File: src/rtl/uio_cmd_master.sv
// UIO bus initiator: frames host requests into io_uio/io_strobe word sequences and
// captures the decoder's registered io_dout for status polls and DMA reads.
module uio_cmd_master #(
    parameter int STROBE_GAP = 1,
    parameter int FRAME_GAP  = 2
) (
    input  logic        clk_sys,
    input  logic        reset_n,
    input  logic        req_valid,
    output logic        req_ready,
    input  logic [7:0]  req_cmd,
    input  logic [15:0] req_arg,
    input  logic [7:0]  req_len,
    input  logic [15:0] wr_data,
    input  logic        wr_valid,
    output logic        wr_ready,
    output logic [15:0] rd_data,
    output logic        rd_valid,
    output logic [5:0]  status,
    output logic        status_valid,
    output logic        err,
    output logic        busy,
    output logic        io_uio,
    output logic        io_strobe,
    output logic [15:0] io_din,
    input  logic [15:0] io_dout
);
    typedef enum logic [3:0] {
        IDLE, SETUP, CMD, ARG, PAD, DATA, WAIT_WR, SAMPLE, GAP, END
    } state_t;

    localparam int             EW     = (FRAME_GAP > 1) ? $clog2(FRAME_GAP) : 1;
    localparam logic [3:0]     GAP_LD = 4'(STROBE_GAP - 1);
    localparam logic [EW-1:0]  END_LD = EW'(FRAME_GAP - 1);

    state_t        state, nxt;
    logic [7:0]    cmd;
    logic [15:0]   arg;
    logic [7:0]    cnt;
    logic [3:0]    gap_cnt;
    logic [EW-1:0] end_cnt;
    logic          is_dma, is_wr, launch;

    function automatic logic supported(input logic [7:0] c);
        case (c)
            8'h02, 8'h03, 8'h04, 8'h05, 8'h61, 8'h62, 8'h63: return 1'b1;
            default: return 1'b0;
        endcase
    endfunction

    assign is_dma = (cmd == 8'h61) || (cmd == 8'h62);
    assign is_wr  = (cmd == 8'h61);
    // Next word goes out once the gap has drained, or when a stalled write gets data.
    assign launch = ((state == GAP || state == SAMPLE) && gap_cnt == 4'd0) || (state == WAIT_WR);

    always_ff @(posedge clk_sys or negedge reset_n) begin
        if (!reset_n) begin
            state        <= IDLE;
            nxt          <= IDLE;
            cmd          <= 8'h00;
            arg          <= 16'h0000;
            cnt          <= 8'h00;
            gap_cnt      <= 4'd0;
            end_cnt      <= '0;
            req_ready    <= 1'b1;
            wr_ready     <= 1'b0;
            rd_data      <= 16'h0000;
            rd_valid     <= 1'b0;
            status       <= 6'h00;
            status_valid <= 1'b0;
            err          <= 1'b0;
            busy         <= 1'b0;
            io_uio       <= 1'b0;
            io_strobe    <= 1'b0;
            io_din       <= 16'h0000;
        end else begin
            io_strobe    <= 1'b0;
            io_din       <= 16'h0000;
            wr_ready     <= 1'b0;
            rd_valid     <= 1'b0;
            status_valid <= 1'b0;
            err          <= 1'b0;

            case (state)
                IDLE: if (req_valid) begin
                    cmd       <= req_cmd;
                    arg       <= req_arg;
                    cnt       <= req_len;
                    req_ready <= 1'b0;
                    busy      <= 1'b1;
                    if (supported(req_cmd)) begin
                        state  <= SETUP;
                        io_uio <= 1'b1;
                    end else begin
                        err     <= 1'b1;
                        state   <= END;
                        end_cnt <= END_LD;
                    end
                end
                SETUP: begin
                    state     <= CMD;
                    io_strobe <= 1'b1;
                    io_din    <= {8'h00, cmd};
                    nxt       <= (cmd == 8'h63) ? END : ARG;
                end
                CMD, ARG, PAD, DATA: begin
                    gap_cnt <= GAP_LD;
                    // The first gap cycle doubles as the read-back sample point.
                    state   <= ((state == CMD && cmd == 8'h63) || (state == DATA && cmd == 8'h62))
                               ? SAMPLE : GAP;
                end
                SAMPLE: begin
                    if (cmd == 8'h63) begin
                        if (io_dout[15:12] == 4'hE) begin
                            status       <= io_dout[5:0];
                            status_valid <= 1'b1;
                        end else begin
                            err <= 1'b1;
                        end
                    end else begin
                        rd_data  <= io_dout;
                        rd_valid <= 1'b1;
                    end
                    if (gap_cnt != 4'd0) begin
                        gap_cnt <= gap_cnt - 4'd1;
                        state   <= GAP;
                    end
                end
                GAP: if (gap_cnt != 4'd0) gap_cnt <= gap_cnt - 4'd1;
                WAIT_WR: begin
                end
                END: begin
                    if (end_cnt == '0) begin
                        state     <= IDLE;
                        req_ready <= 1'b1;
                        busy      <= 1'b0;
                    end else begin
                        end_cnt <= end_cnt - 1'b1;
                    end
                end
                default: state <= IDLE;
            endcase

            if (launch) begin
                case (nxt)
                    ARG: begin
                        state     <= ARG;
                        io_strobe <= 1'b1;
                        io_din    <= is_dma ? {7'b1111000, arg[4], 4'b0000, arg[3:0]} : arg;
                        nxt       <= is_dma ? PAD : END;
                    end
                    PAD: begin
                        state     <= PAD;
                        io_strobe <= 1'b1;
                        nxt       <= (cnt == 8'd0) ? END : DATA;
                    end
                    DATA: begin
                        if (!is_wr || wr_valid) begin
                            state     <= DATA;
                            io_strobe <= 1'b1;
                            io_din    <= is_wr ? wr_data : 16'h0000;
                            wr_ready  <= is_wr;
                            cnt       <= cnt - 8'd1;
                            nxt       <= (cnt == 8'd1) ? END : DATA;
                        end else begin
                            state <= WAIT_WR;
                        end
                    end
                    default: begin
                        state   <= END;
                        io_uio  <= 1'b0;
                        end_cnt <= END_LD;
                    end
                endcase
            end
        end
    end
endmodule
File: config.mk
export PLATFORM = sky130hd
export DESIGN_NAME = uio_cmd_master
export DESIGN_NICKNAME = d
export VERILOG_FILES = /design/src/rtl/uio_cmd_master.sv
export SDC_FILE = /design/constraint.sdc
export NUM_CORES = 1
export LEC_CHECK = 0
export BUFFER_PORTS_ARGS = -buffer_cell sky130_fd_sc_hd__buf_4
export CAP_MARGIN = 20
export CORE_UTILIZATION = 40
export DETAILED_ROUTE_END_ITERATION = 10
export PLACE_DENSITY = 0.67
export SLEW_MARGIN = 10
export SYNTH_ARGS = -nofsm -noshare
export SYNTH_HDL_FRONTEND = slang
export SYNTH_SLANG_ARGS = --single-unit
File: constraint.sdc
create_clock -name clk_sys -period 3.5 [get_ports clk_sys]
set_clock_uncertainty 0.15 [all_clocks]
set_input_delay 0.875 -clock clk_sys [delete_from_list [all_inputs] [get_ports clk_sys]]
set_output_delay 0.875 -clock clk_sys [all_outputs]
set_load 0.02 [all_outputs]
==> flow_metrics.py, run 1 <==
metrics = {
    "power_and_ir_drop": {
        "power_frac_clock": 0.192,
        "powerDensity_nw_per_um2": 664,
        "combPwrFrac": 0.355,
        "pwr-share-seq": 0.453,
        "power.switching_w": 0.00139,
        "vdd_drop_max_v": 0.000276,
        "cellInternalPower_w": 0.00223,
        "leakagePower_nw": 2.60,
        "swShare": 0.384,
    },
    "finish": {
        "syn_to_final_growth_pct": 27.9,
        "drive_gt1_frac": 0.323,
        "multi_input_area_um2": 1860,
        "fin_nets": 609,
        "final_area_um2": 5450,
        "fillers": 928,
        "seq_area_um2": 2280,
        "antenna-diode-count": 0,
    },
    "sta": {
        "fmaxAchievable_ghz": 0.373,
        "relSlewSlack": 0.387,
        "period_minus_slack_ps": 2680,
        "finalSetupViolCount": 0,
        "worst_pin_slew_ps": 916,
        "drv_slew": 0,
        "tns_ps": 0,
        "hold_slack_ps": 334,
        "hold_viol_final": 0,
        "period_share": 0.765,
        "rsz0062_at_grt": "false",
    },
    "global_route": {
        "grt_max_degree": 53,
        "grt_pass1_vias": 3395,
        "overflow": 0,
        "antenna_found_initial": 0,
        "grt_usage": 0.190,
        "grt_pass1_wl_um": 16700,
    },
    "synth": {
        "synth_edf_count": 0,
        "yosysTopAreaCell": "dfrtp_1",
        "ys_seq_area_frac": 0.535,
        "synthesis.nets": 499,
        "synth.avg_cell_area_um2": 9.98,
        "synth_flop_cell": "dfrtp_1",
        "syn_inst": 427,
        "synth_cell_types": 60,
        "synth-seq-cells": 91,
        "async_flop_share": 1.00,
        "synth_top_area_frac": 0.528,
        "syn-cell-area_um2": 4260,
        "synthTopCellsByArea": "dfrtp_1, nand2_1, mux2_2, nor2_1, nor3_1",
        "yosysWarnings": 0,
    },
    "die": {
        "core_area_um2": 10300,
        "die_x_um": 105,
        "die_h_um": 105,
        "ios": 114,
        "rows": 37,
        "die-area_um2": 11100,
        "initial_core_util": 0.413,
    },
    "clock_network": {
        "htreeDepth": 3,
        "numCtsBuffers": 9,
        "ctsHoldBuffers": 0,
        "ctsResizeCount": 0,
        "cts_tree": "yes",
        "cts_setup_buffers": 0,
        "worstSkewPairLatency_ps": 350,
        "clkSinkCount": 91,
        "cts_buffer_depth": 2,
        "path_clk_slew_ps": 90,
        "clock-root-buffer": "clkbuf_8",
    },
    "critical_path": {
        "regToRegSetupSlack_ps": 820,
        "crit_arrival_ps": 2790,
        "critPathLaunchType": "flop",
        "critPathKind": "flop to flop",
        "crit_fanout": 14,
        "startpoint": "gap_cnt[0]$_DFFE_PN0P_",
        "required_ps": 3610,
        "cp-end-kind": "flop",
        "r2r-start": "gap_cnt[0]$_DFFE_PN0P_",
    },
    "worst_hold_path": {
        "hold_path_startpoint": "arg[12]$_DFFE_PN0P_",
        "hp-class": "flop to flop",
    },
    "routing": {
        "drc_errors": 0,
        "first_pass_iters": 4,
        "viasPerCell": 5.22,
        "vias": 3537,
        "wl_per_cell_um": 14.8,
        "drt_iter0_drc": 220,
        "postRouteAntennaNets": 0,
        "totalWireLength_um": 10000,
    },
    "place": {
        "portBuffers": 113,
        "postPlaceCellArea_um2": 5260,
        "dpl.hpwl_um": 7400,
        "place_congestion": 0.829,
    },
    "outcome": {
        "outcome": "finished clean",
    },
    "flow_run": {
        "cap_viol_max_count": 0,
    },
}
-- area by class of cell --
class	instances	area share
tap	136	0.0312
timing repair buffer	120	0.168
sequential	91	0.418
inverter	10	0.00689
clock buffer	9	0.0227
clock inverter	6	0.0119
multi-input combinational	305	0.341
-- stage by stage --
stage / setup WS [ps] / instances / power [W] / util
finish: 822 / 677 / 0.00362 / 0.528
floorplan: 1050 / 427 / 0.00248 / -
global route: 655 / 677 / 0.00389 / 0.528
CTS: 808 / 677 / 0.00365 / 0.528
detailed placement: 826 / 662 / 0.00295 / 0.510
global placement: 911 / 662 / 0.00290 / 0.510
-- synthesized netlist by cell type, types with 3 or more instances --
library cell  count
xnor2_1           4
dfrtp_1          90
mux2_2           24
nand2b_1          6
a22oi_1          12
nand3_1           6
nor4_1            4
clkbuf_1         17
o21ai_0          18
nor2_1           29
a21oi_1           8
o22ai_1           8
inv_1            10
ha_1              4
and3_1            5
nor4bb_1          5
a21oi_2           4
nor2b_1           3
nor3_1           19
nand2_1          99
-- cells in the final DEF, fill, tap and decap left out, drive strengths merged, types with 2 or more instances in the layout --
cell    count
o22ai       8
nor2       30
dfrtp      90
and2b       2
buf       120
nor2b       3
inv        12
o221ai      2
nor4        5
nand2b      6
xor2        2
nand2      99
mux2       24
a211oi      3
or4b        2
nor3       20
clkinv      2
nor4b       2
a22oi      12
a221o       2
or3         2
o32ai       2
o21ai      20
and3        5
or4         2
xnor2       4
a21oi      12
nor4bb      5
clkbuf      9
or3b        2
ha          4
a31oi       2
nand3       6
a221oi      2
-- per-layer routing --
layer,track usage,vias to the layer above,part of all wire
met4,0.0533,0,0.012
met3,0.0359,7,0.058
li1,-,1721,-
met1,0.266,1694,0.46
met2,0.303,115,0.47
met5,0,-,0
-- logic make-up (layout without fill, tap and decap cells) --
logic type | after synthesis | in the layout | share of synthesized area
xor+xnor | 6 | 6 | 0.0123
compound gates | 72 | 72 | 0.118
mux | 25 | 25 | 0.0658
simple gates | 198 | 198 | 0.227
flops | 91 | 91 | 0.535
fa+ha+maj | 4 | 4 | 0.0117
buf+inv | 31 | 145 | 0.0302
-- final timing paths --
kind                                         end  cells after the start
min in group asynchronous  status[0]$_DFFE_PN0P_                      1
min                          arg[12]$_DFFE_PN0P_                      2
min reg2reg                  arg[12]$_DFFE_PN0P_                      2
max reg2reg                  io_din[5]$_DFF_PN0_                      7
max                          io_din[5]$_DFF_PN0_                      7
max in group asynchronous  req_ready$_DFFE_PN1P_                      2
-- critical path: stages (launching register included) --
cell and delay, ps:
dfrtp_1 410, inv_1 90, ha_1 130, or3b_4 410, a211oi_4 360, nor2_2 160, or4b_4 670, o21ai_0 220
-- sequential cells by signal, summed over array words and instances (netlist names) --
name and count:
cnt 8, err 1, nxt 4, arg 16, status 6, gap_cnt 4, io_din 16, state 4
io_uio 1, io_strobe 1, busy 1, rd_data 16, rd_valid 1, req_ready 1, end_cnt 1, cmd 8
wr_ready 1, status_valid 1
-- power groups by stage --
stage / clock network, W / logic, W / registers [W]
2_1_floorplan: 0 / 0.000854 / 0.00163
3_3_place_gp: 0 / 0.00126 / 0.00164
3_5_place_dp: 0 / 0.00129 / 0.00165
4_1_cts: 0.000718 / 0.00130 / 0.00163
5_1_grt: 0.000765 / 0.00144 / 0.00169
6_report: 0.000695 / 0.00128 / 0.00164
No activity file was read; power rests on OpenSTA's default activity.
==> inputs of run 2 (changes only) <==
--- a/config.mk
+++ b/config.mk
@@ -9,7 +9,7 @@
 export CAP_MARGIN = 20
 export CORE_UTILIZATION = 40
 export DETAILED_ROUTE_END_ITERATION = 10
-export PLACE_DENSITY = 0.67
+export PLACE_DENSITY = 0.7
 export SLEW_MARGIN = 10
 export SYNTH_ARGS = -nofsm -noshare
 export SYNTH_HDL_FRONTEND = slang
==> constraint.sdc (replaced) <==
create_clock -name clk_sys -period 2.3 [get_ports clk_sys]
set_clock_uncertainty 0.15 [all_clocks]
set_input_delay 0.575 -clock clk_sys [delete_from_list [all_inputs] [get_ports clk_sys]]
set_output_delay 0.575 -clock clk_sys [all_outputs]
set_load 0.02 [all_outputs]
==> run 2 against run 1 <==
Compared with the run above: the run now ends with negative setup slack left; sequential share of layout area fell by 3.6 points; via count rose by 8.1%; non-clock buffer count rose by 43; setup slack got worse by 860 ps; routed wire length rose by 12%; fmax rose by 15%; count of clock-buffer cells in the layout rose by 1; critical path depth did not move; clock power rose by 57%; hold slack got worse by 290 ps; global-route usage rose by 1.7 points; register-to-register slack got worse by 860 ps; critical endpoint is now io_din[3]$_DFF_PN0_; largest cell class unchanged.
==> flow_metrics.py, run 2 (synthesized netlist as in run 1, its figures left out) <==
metrics = {
    "finish": {
        "layout_common_cells": "buf_4, nand2_1, dfrtp_1, nor2_1, mux2_2",
        "syn_to_final_growth_pct": 40.0,
        "layout_commonest_cell": "buf_4",
        "antenna-diode-count": 0,
        "top_regs": "arg: 16 flops, io_din: 16 flops, rd_data: 16 flops",
        "stdcell_count": 721,
        "drive_gt1_frac": 0.415,
        "fin_nets": 653,
    },
    "flow_run": {
        "cap_viol_max_count": 0,
    },
    "routing": {
        "viasPerCell": 5.30,
        "wl_per_cell_um": 15.5,
        "drt_iter0_drc": 273,
        "drc_errors": 0,
        "first_pass_iters": 6,
        "postRouteAntennaNets": 0,
        "totalWireLength_um": 11200,
        "vias": 3824,
    },
    "power_and_ir_drop": {
        "powerDensity_nw_per_um2": 998,
        "vdd_drop_max_v": 0.000494,
        "leakagePower_nw": 2.84,
    },
    "place": {
        "place_congestion": 0.835,
        "dpl.hpwl_um": 7760,
        "portBuffers": 113,
        "dp.cells": 690,
    },
    "clock_network": {
        "ctsHoldBuffers": 0,
        "cts_tree": "yes",
        "clkSinkCount": 91,
        "clock-root-buffer": "clkbuf_8",
        "cts_buffer_depth": 2,
        "numCtsBuffers": 9,
        "htreeDepth": 3,
        "worstSkewPairLatency_ps": 360,
        "path_clk_slew_ps": 90,
    },
    "global_route": {
        "antenna_found_initial": 0,
        "grt_pass1_wl_um": 18100,
        "grt_usage": 0.208,
        "overflow": 0,
        "grt_max_degree": 42,
        "grt_pass1_vias": 3745,
    },
    "sta": {
        "worst_pin_slew_ps": 545,
        "fmaxAchievable_ghz": 0.428,
        "finalSetupViolCount": 9,
        "fin_ws_ps": -37.3,
        "relSlewSlack": 0.637,
        "tns_ps": -191,
        "drv_slew": 0,
        "period_share": 1.02,
        "rsz0062_at_grt": "true",
        "hold_viol_final": 0,
        "period_minus_slack_ps": 2340,
    },
    "critical_path": {
        "crit_arrival_ps": 2470,
        "cp-end-kind": "flop",
        "critPathLaunchType": "flop",
        "crit_fanout": 7,
        "required_ps": 2430,
        "critPathKind": "flop to flop",
    },
    "die": {
        "die-area_um2": 11100,
        "initial_core_util": 0.413,
        "ios": 114,
        "core_area_um2": 10300,
        "die_x_um": 105,
        "rows": 37,
        "die_h_um": 105,
    },
    "outcome": {
        "violations": "negative setup slack",
        "outcome": "complete, but fails checks",
    },
    "worst_hold_path": {
        "hp-class": "primary input to asynchronous set/reset pin",
    },
}
-- run 2: area by class of cell --
class	count	area (um2)
clock inverter	5	62.6
timing repair buffer	163	1270
multi-input combinational	306	2020
tap	136	170
sequential	91	2280
clock buffer	10	128
inverter	10	37.5
fill	887	4360
-- run 2: path summary, 6_finish.rpt --
kind / endpoint / startpoint / slack (ps) / cells past startpoint
max: io_din[3]$_DFF_PN0_ / gap_cnt[0]$_DFFE_PN0P_ / -40 / 7
min: rd_data[3]$_DFFE_PN0P_ / reset_n / 40 / 1
max reg2reg: io_din[3]$_DFF_PN0_ / gap_cnt[0]$_DFFE_PN0P_ / -40 / 7
min reg2reg: arg[12]$_DFFE_PN0P_ / arg[12]$_DFFE_PN0P_ / 330 / 2
max in group asynchronous: io_din[3]$_DFF_PN0_ / reset_n / 1390 / 2
min in group clk_sys: arg[3]$_DFFE_PN0P_ / req_arg[3] / 250 / 3
-- run 2: report_power, final --
part	leakage [nW]	switching, W	internal (W)	total, W
registers	1.15	0.000373	0.00204	0.00242
clock network	0.0894	0.000582	0.000505	0.00109
logic	1.60	0.00138	0.00107	0.00245
-- run 2: through the flow --
| step | utilization | area (um2) | total power (W) | hold slack [ps] | worst slack [ps] |
|---|---|---|---|---|---|
| 2_1_floorplan | - | 4270 | 0.00378 | 129 | -76.3 |
| 3_3_place_gp | 0.533 | 5500 | 0.00462 | 304 | -132 |
| 3_5_place_dp | 0.533 | 5500 | 0.00470 | 314 | -228 |
| 4_1_cts | 0.570 | 5880 | 0.00587 | 50.8 | -102 |
| 5_1_grt | 0.578 | 5970 | 0.00633 | 69.2 | -104 |
| 6_report | 0.578 | 5970 | 0.00595 | 43.8 | -37.3 |
-- run 2: what timing repair did --
item,CTS,global route
buffers inserted,13,3
endpoints found under the setup margin,24,34
gates resized for setup,23,20
pin swaps,11,7
gates cloned,2,0
-- run 2: per-layer routing --
| metal | global-route usage | wire length, um |
|---|---|---|
| met2 | 0.331 | 5430 |
| met5 | 0 | 0 |
| met4 | 0.0805 | 255 |
| met1 | 0.281 | 4870 |
| met3 | 0.0377 | 638 |
-- run 2: worst max-delay path: stages, from the launching register on --
cell,delay (ps)
dfrtp_1,410
inv_2,80
ha_4,110
or3b_4,400
a211oi_4,290
nor2_4,80
or4b_4,580
o21ai_2,150
==> inputs of run 3 (changes only) <==
--- a/config.mk
+++ b/config.mk
@@ -7,10 +7,12 @@
 export LEC_CHECK = 0
 export BUFFER_PORTS_ARGS = -buffer_cell sky130_fd_sc_hd__buf_4
 export CAP_MARGIN = 20
-export CORE_UTILIZATION = 40
+export CELL_PAD_IN_SITES_DETAIL_PLACEMENT = 0
+export CELL_PAD_IN_SITES_GLOBAL_PLACEMENT = 1
+export CORE_UTILIZATION = 36
 export DETAILED_ROUTE_END_ITERATION = 10
-export PLACE_DENSITY = 0.7
-export SLEW_MARGIN = 10
+export PLACE_DENSITY = 0.8
+export SLEW_MARGIN = 20
 export SYNTH_ARGS = -nofsm -noshare
 export SYNTH_HDL_FRONTEND = slang
 export SYNTH_SLANG_ARGS = --single-unit
==> run 3 against run 2 <==
Compared with the run above: routed wire length grew 0.74%; setup slack worse by 11 ps; the flow finishes with violations (negative hold slack, negative setup slack); core utilization decreased by 5.6 points.
==> flow_metrics.py, run 3 (synthesized netlist as in run 1, its figures left out) <==
metrics = {
    "critical_path": {
        "crit_buf_inv": 1,
        "crit_fanout": 7,
        "slowest_stage": "or4b_4",
        "crit_chain": "inv_2 > ha_4 > or3b_4 > and2b_4 > nor2_4 > or4b_4 > o21ai_1",
        "critPathLaunchType": "flop",
        "required_ps": 2420,
        "critPathKind": "flop to flop",
        "path_delay_family": "simple AND/OR/NAND/NOR gates",
        "max_stage_delay_ps": 570,
        "cp-end-kind": "flop",
        "crit_arrival_ps": 2470,
    },
    "clock_network": {
        "clkSinkCount": 91,
        "cts_buffer_depth": 2,
        "htreeDepth": 3,
        "worstSkewPairLatency_ps": 340,
        "clock-root-buffer": "clkbuf_16",
        "path_clk_slew_ps": 70,
        "cts_tree": "yes",
        "ctsHoldBuffers": 0,
        "numCtsBuffers": 9,
    },
    "sta": {
        "period_minus_slack_ps": 2350,
        "hold_viol_final": 3,
        "rsz0062_at_grt": "true",
        "worst_pin_slew_ps": 507,
        "fin_ws_ps": -48.3,
        "finalSetupViolCount": 16,
        "hold_slack_ps": -2.29,
        "drv_slew": 0,
        "relSlewSlack": 0.660,
        "fmaxAchievable_ghz": 0.426,
        "period_share": 1.02,
    },
    "die": {
        "rows": 39,
        "initial_core_util": 0.372,
        "core_area_um2": 11500,
        "die-area_um2": 12300,
        "die_h_um": 111,
        "ios": 114,
        "die_x_um": 111,
    },
    "routing": {
        "first_pass_iters": 4,
        "wl_per_cell_um": 15.7,
        "drt_iter0_drc": 231,
        "totalWireLength_um": 11300,
        "viasPerCell": 5.09,
        "vias": 3655,
        "drc_errors": 0,
        "postRouteAntennaNets": 0,
    },
    "flow_run": {
        "cap_viol_max_count": 0,
    },
    "global_route": {
        "grt_max_degree": 39,
        "grt_usage": 0.190,
        "antenna_found_initial": 0,
        "overflow": 0,
        "grt_pass1_wl_um": 18700,
        "grt_pass1_vias": 3740,
    },
    "finish": {
        "fillers": 1047,
        "syn_to_final_growth_pct": 40.5,
        "utilization": 0.522,
        "layout_commonest_cell": "buf_4",
        "fin_nets": 642,
        "drive_gt1_frac": 0.402,
        "multi_input_area_um2": 1990,
        "seq_area_um2": 2280,
        "top_regs": "arg: 16 flops, io_din: 16 flops, rd_data: 16 flops",
        "layout_common_cells": "buf_4, nand2_1, dfrtp_1, nor2_1, mux2_2",
        "antenna-diode-count": 0,
    },
    "place": {
        "place_congestion": 0.829,
        "pre_cts_slack_ps": -214,
        "dpl.hpwl_um": 8060,
        "portBuffers": 113,
    },
    "worst_hold_path": {
        "hp-class": "primary input to asynchronous set/reset pin",
    },
    "power_and_ir_drop": {
        "vdd_drop_max_v": 0.000484,
        "powerDensity_nw_per_um2": 1050,
        "leakagePower_nw": 2.84,
    },
    "outcome": {
        "violations": "negative hold slack, negative setup slack",
        "outcome": "complete, but fails checks",
    },
}
run 3: repair_timing:
| action | 4_1_cts | 5_1_grt |
|---|---|---|
| gates cloned | 2 | 0 |
| setup endpoints to repair | 24 | 42 |
| pin swaps | 11 | 6 |
| resized for setup | 24 | 17 |
| setup buffers | 4 | 1 |
run 3: worst reg2reg max path, cell delays in order, from the launching register on:
cell     delay, ps
dfrtp_1        400
inv_2           80
ha_4           120
or3b_4         400
and2b_4        330
nor2_4          60
or4b_4         570
o21ai_1        150
run 3: cell type report:
class	count	area share
tap	143	0.0299
clock buffer	11	0.0406
clock inverter	5	0.0102
inverter	10	0.00627
multi-input combinational	306	0.333
timing repair buffer	152	0.199
sequential	91	0.381
run 3: worst paths after layout:
check                                   endpoint  slack (ps)  cells after the start                    from
min                        status[5]$_DFFE_PN0P_          -2                      1                 reset_n
max                          io_din[3]$_DFF_PN0_         -50                      7  gap_cnt[0]$_DFFE_PN0P_
max in group asynchronous       cnt[3]$_DFF_PN0_        1470                      2                 reset_n
min in group clk_sys          arg[0]$_DFFE_PN0P_         270                      3              req_arg[0]
min reg2reg                   arg[2]$_DFFE_PN0P_         330                      2      arg[2]$_DFFE_PN0P_
max reg2reg                  io_din[3]$_DFF_PN0_         -50                      7  gap_cnt[0]$_DFFE_PN0P_
run 3: layer usage:
layer  track usage  wire length, um
met5             0                0
met4        0.0667              163
met3        0.0448              601
met2         0.305             5420
met1         0.251             5090
run 3: power breakdown:
| group | switching [W] | internal [W] | leakage (nW) |
|---|---|---|---|
| logic | 0.00131 | 0.00100 | 1.56 |
| clock network | 0.000630 | 0.000877 | 0.138 |
| registers | 0.000400 | 0.00205 | 1.15 |
run 3: metrics by stage:
step	setup TNS (ps)	power [W]	std cells	instance area [um2]
final	-398	0.00627	718	5990
after global routing	-1410	0.00667	718	5990
after CTS	-713	0.00622	717	5920
after detailed placement	-2560	0.00464	695	5500
after global placement	-1410	0.00457	695	5500
after floorplan	-639	0.00378	427	4270
